$ cat src/rtl/fanout_fork_buffered.sv
// fanout_fork_buffered: one-token buffer forking each accepted token to a per-token
// subset of consumers, with eager or all-or-nothing delivery.
module fanout_fork_buffered #(
    parameter int NUM_OUT    = 9,
    parameter int DATA_WIDTH = 32,
    parameter int EAGER      = 1
) (
    input  logic                  clk,
    input  logic                  rst,
    input  logic                  clk_en,
    input  logic                  flush,
    input  logic [NUM_OUT-1:0]    cfg_en,
    input  logic                  in_valid,
    input  logic [DATA_WIDTH-1:0] in_data,
    input  logic [NUM_OUT-1:0]    in_sel,
    output logic                  in_ready,
    output logic [NUM_OUT-1:0]    out_valid,
    output logic [DATA_WIDTH-1:0] out_data,
    input  logic [NUM_OUT-1:0]    out_ready,
    output logic                  busy,
    output logic [15:0]           drop_count
);
    logic                  buf_valid_q, buf_valid_d;
    logic [DATA_WIDTH-1:0] buf_data_q, buf_data_d;
    logic [NUM_OUT-1:0]    tgt_q, tgt_d, sent_q, sent_d;
    logic [15:0]           drop_count_q, drop_count_d;
    logic [NUM_OUT-1:0]    fire, in_tgt;
    logic                  live, all_rdy, done, in_fire;

    always_comb begin
        live      = clk_en & ~flush & ~rst;
        all_rdy   = &(~tgt_q | out_ready);
        out_valid = (live & buf_valid_q) ?
                    ((EAGER != 0) ? (tgt_q & ~sent_q) : (all_rdy ? tgt_q : '0)) : '0;
        fire      = out_valid & out_ready;
        done      = buf_valid_q & ((tgt_q & ~sent_q & ~fire) == '0);
        in_ready  = live & (~buf_valid_q | done);
        in_fire   = in_valid & in_ready;
        in_tgt    = in_sel & cfg_en;
    end

    // A token whose target set is empty is counted and never enters the buffer.
    always_comb begin
        buf_valid_d  = buf_valid_q;
        buf_data_d   = buf_data_q;
        tgt_d        = tgt_q;
        sent_d       = sent_q;
        drop_count_d = drop_count_q;
        if (clk_en && flush) begin
            buf_valid_d = 1'b0;
            tgt_d       = '0;
            sent_d      = '0;
        end else if (clk_en) begin
            buf_valid_d  = (in_fire & (in_tgt != '0)) | (buf_valid_q & ~done);
            buf_data_d   = in_fire ? in_data : buf_data_q;
            tgt_d        = in_fire ? in_tgt : tgt_q;
            sent_d       = (EAGER == 0 || done || in_fire) ? '0 : (sent_q | fire);
            drop_count_d = (in_fire && in_tgt == '0 && drop_count_q != 16'hFFFF) ?
                           drop_count_q + 16'd1 : drop_count_q;
        end
    end

    always_ff @(posedge clk or posedge rst) begin
        if (rst) begin
            buf_valid_q  <= 1'b0;
            buf_data_q   <= '0;
            tgt_q        <= '0;
            sent_q       <= '0;
            drop_count_q <= '0;
        end else begin
            buf_valid_q  <= buf_valid_d;
            buf_data_q   <= buf_data_d;
            tgt_q        <= tgt_d;
            sent_q       <= sent_d;
            drop_count_q <= drop_count_d;
        end
    end

    assign busy       = buf_valid_q;
    assign out_data   = buf_data_q;
    assign drop_count = drop_count_q;
endmodule

$ cat config.mk
export PLATFORM = sky130hd
export DESIGN_NAME = fanout_fork_buffered
export DESIGN_NICKNAME = d
export VERILOG_FILES = /design/src/rtl/fanout_fork_buffered.sv
export SDC_FILE = /design/constraint.sdc
export NUM_CORES = 1
export LEC_CHECK = 0
export ABC_AREA = 1
export BUFFER_PORTS_ARGS = -buffer_cell sky130_fd_sc_hd__buf_2
export CAP_MARGIN = 20
export CORE_MARGIN = 10
export CORE_UTILIZATION = 50
export DETAILED_ROUTE_END_ITERATION = 10
export HOLD_SLACK_MARGIN = 0.12
export PLACE_DENSITY = 0.8
export SYNTH_ARGS = -nofsm -noshare
export SYNTH_HDL_FRONTEND = slang
export SYNTH_SLANG_ARGS = --single-unit
$ cat constraint.sdc
create_clock -name clk -period 2.6 [get_ports clk]
set_input_delay 0.13 -clock clk [delete_from_list [all_inputs] [get_ports clk]]
set_output_delay 0.13 -clock clk [all_outputs]
set_load 0.1 [all_outputs]
==> flow_summary.ini, run 1 <==
[floorplan]
floorplan.rows = 30
io_pins = 123
core_um2 = 6790
height_of_the_die_um = 104
die_w_um = 104
die_area_um2 = 10700
initial_standard_cell_utilization_of_the_core_pct = 51.4

[global_route]
first_global_vias = 3839
grt_antenna_before_repair = 2
grt-ovfl-total = 0
grt_start_max_net_pins = 68
grt_use_total_pct = 21.1
grt_first_pass_wirelength_um = 19100

[detailed_routing]
final_antenna_net_count = 0
vias = 3698
total_drc_errors_in_the_routed_layout = 0
detail_route.vias_per_cell = 5.17
routed_wirelength_um = 11400
detailedRoute.firstPassIterationCount = 4
first_iter_violations = 229
avgRoutedWirePerCell_um = 16.0

[timing]
final_min_period_over_clock_period_pct = 92.3
post-route-min-period_ns = 2.40
final-max-slew-violation-count = 0
setup_tns_final_ns = 0
finalSetupViolations = 0
relSlewSlack_pct = 44.8
skew_ns = 0.0125
timing.fmax_mhz = 417
timing.final.hold_violations = 0
unrepaired_setup_endpoints_after_global_routing = false
tightest_slew_ns = 0.828

[synth]
postSynth.topFlopCell = dfrtp_1
netlist_instances = 457
postSynth.asyncResetShare_pct = 100
synth-edff-count = 0
syn-mean-instance-area_um2 = 7.64
ys_types = 29
post_synth_instance_area_um2 = 3490
synth-warning-count = 0
area_leader_netlist = dfrtp_1
synth.most_common_cell = nand2_1
register_area_share_after_synthesis_pct = 48.0
synth_top_area_share_pct = 48.0
mappedNetlistNets = 522
ys_top_cells_by_count = 161 x nand2_1, 67 x dfrtp_1, 58 x nand3_1, 40 x inv_1, 20 x nand4_1
synth.top_cells.by_area = dfrtp_1 48%, nand2_1 17%, nand3_1 8.3%
ff_latch_count_synth = 67

[setup_path]
timing.critical_path.fanout_max = 14
r2r_start = busy
worstSetupPathType = in -> out
crit_path_start = rst
setup.worst_path.end_class = primary output
worst-endpoint-required_ns = 2.47
critPathLaunchType = input port
worst_path_cell_with_the_longest_stage_delay = dlygate4sd3_1
cp_cell_sequence = dlygate4sd3_1, buf_2, inv_4, nand4_4, o21bai_1, nand2_1, nor2_1, nand3_2, a21oi_4, buf_4, buf_12
arrival_ns = 2.27
cp_slowest_stage_delay_ns = 0.53

[power]
proportion_of_power_drawn_by_the_clock_network_pct = 27.5
pwr-share-seq_pct = 36.7
p_per_area_nw_per_um2 = 677
static-leakage-power_nw = 2.63
vdd_ir_drop_max_mv = 0.677
power.internal_w = 0.00181
power.switching_w = 0.00149
p_sw_share_pct = 45.1
pwr-share-comb_pct = 35.8

[clock_network]
h-tree-depth = 3
cts_num_sinks = 67
cts_tree = built
path_clk_slew_ns = 0.07
number_of_buffers_created_by_cts = 9
clock_latency_ns = 0.36
clk_root_buffer_cell = clkbuf_8
cts-root-to-sink-buffers = 2

[final_layout]
fin_nets = 677
drive_gt1_share_pct = 27.6
synthToLayoutAreaGrowth_pct = 39.5
layoutNonFillerInstCount = 715
postLayoutCoreUtil_pct = 71.7
final_cell_area_um2 = 4870
filler_cell_count = 523

[placement]
area_of_placed_instances_um2 = 4310
dp_hpwl_um = 7740
globalplace.congestion = 0.898
io_buffer_count = 122
dp_cells = 663

[run]
timing.max_cap.violations = 0

[status]
outcome = finished clean

[worst_hold_path]
hold_path_startpoint = cfg_en[1]
hp-class = in -> reg
## worst max-delay path, delay by kind of cell
family                 cells  cell delay (ns)
AND/OR/NAND/NOR            4             0.60
buffers and inverters      5             1.16
AO/OA/AOI/OAI              2             0.37
## layout make-up
type                    count  area [um^2]  area share [%]
well taps                  96          120            2.46
diodes                      2         5.00           0.103
repair buffers            165         1030            21.2
clock buffers               9          124            2.54
inverters                  45          171            3.52
clock inverters             7         85.1            1.75
multi-input cells         324         1660            34.0
flip-flops and latches     67         1680            34.5
## power by group through the flow
stage          registers, W  logic [W]  clock network [W]
2_1_floorplan       0.00194   0.000185                  0
3_3_place_gp        0.00122    0.00112                  0
3_5_place_dp        0.00122    0.00114                  0
4_1_cts             0.00121    0.00117           0.000917
5_1_grt             0.00122    0.00123           0.000960
6_report            0.00121    0.00118           0.000907
## state kept, by name (all words and copies together) (netlist names)
signal,cells
sent_q,9
out_data,32
drop_count,16
busy,1
tgt_q,9
## layer usage
metal,vias to the layer above,track usage [%],routed length [um]
li1,1782,-,-
met1,1728,25.4,4610
met5,-,0,0
met3,27,5.89,958
met4,0,10.5,293
met2,161,33.6,5570
## cell families after synthesis
family | Yosys count | synth area share (%)
AO/OA/AOI/OAI | 21 | 3.58
flip-flops | 67 | 48.0
XOR/XNOR | 14 | 3.51
AND/OR/NAND/NOR | 288 | 37.0
buffers and inverters | 66 | 7.52
adder cells (fa/ha/maj) | 1 | 0.358
## per-stage QoR
step	worst slack (ns)	total power, W	hold WS (ns)
after floorplan	-0.00162	0.00212	0.128
after global placement	0.238	0.00234	0.350
after detailed placement	0.137	0.00236	0.359
after CTS	0.117	0.00330	0.122
after global routing	0.0398	0.00342	0.147
final	0.201	0.00330	0.134
## cell usage in the layout (no fill, tap or decap), types with 10 or more instances in the layout
master / synthesis / layout
buf_2: 9 / 121
dfrtp_1: 67 / 64
dlygate4sd3_1: 0 / 34
inv_1: 40 / 40
nand2_1: 161 / 161
nand3_1: 58 / 58
nand4_1: 20 / 20
nor2_1: 19 / 17
xor2_1: 10 / 10
## worst paths after layout
kind / cells past startpoint / slack [ns] / endpoint
setup / recovery: 11 / 0.20 / in_ready
hold / removal: 4 / 0.13 / tgt_q[1]
setup reg to reg: 10 / 0.22 / out_data[24]
hold reg to reg: 2 / 0.48 / out_data[15]
max in group asynchronous: 4 / 1.38 / drop_count[1]
min in group asynchronous: 4 / 0.63 / drop_count[12]
## repair_timing
item,CTS,global route
hold endpoints to repair,100,0
buffers inserted,0,0
resized for setup,0,1
setup endpoints to repair,0,34
hold buffers,34,0
Note: power is estimated with default switching activity, not from simulation.
==> run 2, diff against run 1 <==
--- a/config.mk
+++ b/config.mk
@@ -12,2 +12,3 @@
 export CORE_UTILIZATION = 50
+export CTS_CLUSTER_DIAMETER = 100
 export DETAILED_ROUTE_END_ITERATION = 10
==> constraint.sdc (replaced) <==
create_clock -name clk -period 2.6 [get_ports clk]
set_input_delay 0.39 -clock clk [delete_from_list [all_inputs] [get_ports clk]]
set_output_delay 0.39 -clock clk [all_outputs]
set_load 0.1 [all_outputs]
==> run 2 against run 1 <==
Net effect: die area unchanged; cell area decreased by 4.1%; sequential power hardly changed; maximum frequency is essentially flat; global-route usage shrank 2.9 points; setup slack about the same; via count is 5.4% lower; flip-flop and latch count stayed put; sequential share of layout area up 1.5 points; power shrank 3.2%; routed wire length decreased by 12%; critical path type is now reg -> out; critical endpoint unchanged; largest power group unchanged.
==> flow_summary.ini, run 2 (synthesis gave the netlist of run 1 again) <==
[clock_network]
clock_latency_ns = 0.33
number_of_buffers_created_by_cts = 9
hold_buffers = 0
cts-root-to-sink-buffers = 2
clk_root_buffer_cell = clkbuf_8
path_clk_slew_ns = 0.08
cts_tree = built
cts_num_sinks = 67
h-tree-depth = 3

[global_route]
grt-ovfl-total = 0
grt_antenna_before_repair = 0
first_global_vias = 3545
grt_start_max_net_pins = 68
grt_first_pass_wirelength_um = 16700
grt_use_total_pct = 18.1

[final_layout]
fin_nets = 647
drive_gt1_share_pct = 29.6
insertedDiodeCount = 0
most-common-layout-cells = 161 x nand2_1, 112 x buf_2, 64 x dfrtp_1
sequential_cell_area_um2 = 1680
synthToLayoutAreaGrowth_pct = 33.8
filler_cell_count = 568
commonest_non_fill_non_tap_cell_in_the_layout = nand2_1
multiInputGateArea_um2 = 1640
largest_register_ff_count = 32

[detailed_routing]
vias = 3497
detailedRoute.firstPassIterationCount = 5
first_iter_violations = 276
final_antenna_net_count = 0
routed_wirelength_um = 10000
met3WireLength_um = 702
met2WireLength_um = 4760
detail_route.wirelength.met1_um = 4520
routed.top_layer = met4
total_drc_errors_in_the_routed_layout = 0
detail_route.vias_per_cell = 5.12
avgRoutedWirePerCell_um = 14.7

[power]
vdd_ir_drop_max_mv = 0.672
fin_total_pwr_w = 0.00319
p_per_area_nw_per_um2 = 683
static-leakage-power_nw = 2.52

[setup_path]
setup.worst_path.end_class = primary output
cp_slowest_stage_delay_ns = 0.49
arrival_ns = 2.01
endpoint = in_ready
worst-endpoint-required_ns = 2.21
path_delay_family = simple AND/OR/NAND/NOR gates
timing.critical_path.fanout_max = 13
r2r_cells = 10
worst_path_cell_with_the_longest_stage_delay = dfrtp_4
worstSetupPathType = reg -> out
crit_path_start = busy
slack_of_the_worst_reg_to_reg_path_ns = 0.31
critPathLaunchType = flop
r2r_start = busy
cp.buffers_inverters = 1
worstSetupPathDepth = 7
worst_r2r_endpoint = out_data[0]
cp_cell_sequence = nand4_4, o21ai_1, nand2_1, nor2_1, nand3_2, a21oi_4, buf_12

[status]
outcome = finished clean

[run]
timing.max_cap.violations = 0

[floorplan]
height_of_the_die_um = 104
io_pins = 123
core_um2 = 6790
die_area_um2 = 10700
floorplan.rows = 30
die_w_um = 104
initial_standard_cell_utilization_of_the_core_pct = 51.4

[placement]
io_buffer_count = 122
dp_hpwl_um = 7680
globalplace.congestion = 0.952

[timing]
timing.final.hold_violations = 0
setup_tns_final_ns = 0
final-max-slew-violation-count = 0
post-route-min-period_ns = 2.40
finalSetupViolations = 0
relSlewSlack_pct = 45.0
skew_ns = 0.0122
timing.fmax_mhz = 417
final_min_period_over_clock_period_pct = 92.3
unrepaired_setup_endpoints_after_global_routing = false
tightest_slew_ns = 0.825

[worst_hold_path]
hp-class = in -> reg
-- run 2: cell count changes in the layout (fill, tap and decap cells not counted), sizes merged --
cell	previous run	this run
dlygate4sd3	34	0
buf	131	135
clkinvlp	0	2
diode	2	0
clkinv	3	2
inv	48	47
-- run 2: how the worst min path moves through the flow --
stage                      start        endpoint  slack (ns)  cells after the start
detailed placement  out_data[15]    out_data[15]        0.46                      2
CTS                  in_data[11]    out_data[11]        0.26                      3
finish               in_data[23]    out_data[23]        0.28                      3
global placement     out_data[6]     out_data[6]        0.46                      2
global route         in_data[11]    out_data[11]        0.26                      3
floorplan                    rst  drop_count[10]        0.31                      1
-- run 2: area by class of cell --
| type | count | area share, % |
|---|---|---|
| repair buffers | 135 | 18.4 |
| multi-input cells | 324 | 35.0 |
| flip-flops and latches | 67 | 36.0 |
| clock inverters | 7 | 1.63 |
| well taps | 96 | 2.57 |
| inverters | 45 | 3.72 |
| clock buffers | 9 | 2.65 |
-- run 2: layer usage --
metal  GRT usage (%)  up-vias
li1                -     1718
met1            23.5     1633
met2            29.2      142
met3            4.52        4
met4            5.04        0
met5               0        -
-- run 2: metrics by stage --
stage / setup WS [ns] / utilization (%) / hold slack (ns) / cells / area, um^2
3_5_place_dp: 0.157 / 65.5 / 0.460 / 664 / 4450
5_1_grt: 0.0785 / 68.8 / 0.262 / 683 / 4670
2_1_floorplan: 0.0547 / - / 0.310 / 457 / 3590
3_3_place_gp: 0.267 / 65.5 / 0.459 / 664 / 4450
6_report: 0.201 / 68.8 / 0.275 / 683 / 4670
4_1_cts: 0.0886 / 68.5 / 0.259 / 680 / 4650
-- run 2: what timing repair did --
action,in CTS,in global routing
buffers inserted,0,3
gates resized for setup,0,0
setup endpoints to repair,0,1
hold endpoints to repair,0,0
-- run 2: tightest hold or removal path, delay by kind of cell --
kind | cells | cell delay (ns)
AND/OR/NAND/NOR | 2 | 0.11
buffers and inverters | 1 | 0.08
-- run 2: power by group --
group	internal, W	total [W]	switching [W]
clock network	0.000449	0.000855	0.000406
registers	0.00115	0.00121	0.0000661
logic	0.000172	0.00113	0.000954
total	0.00177	0.00319	0.00143
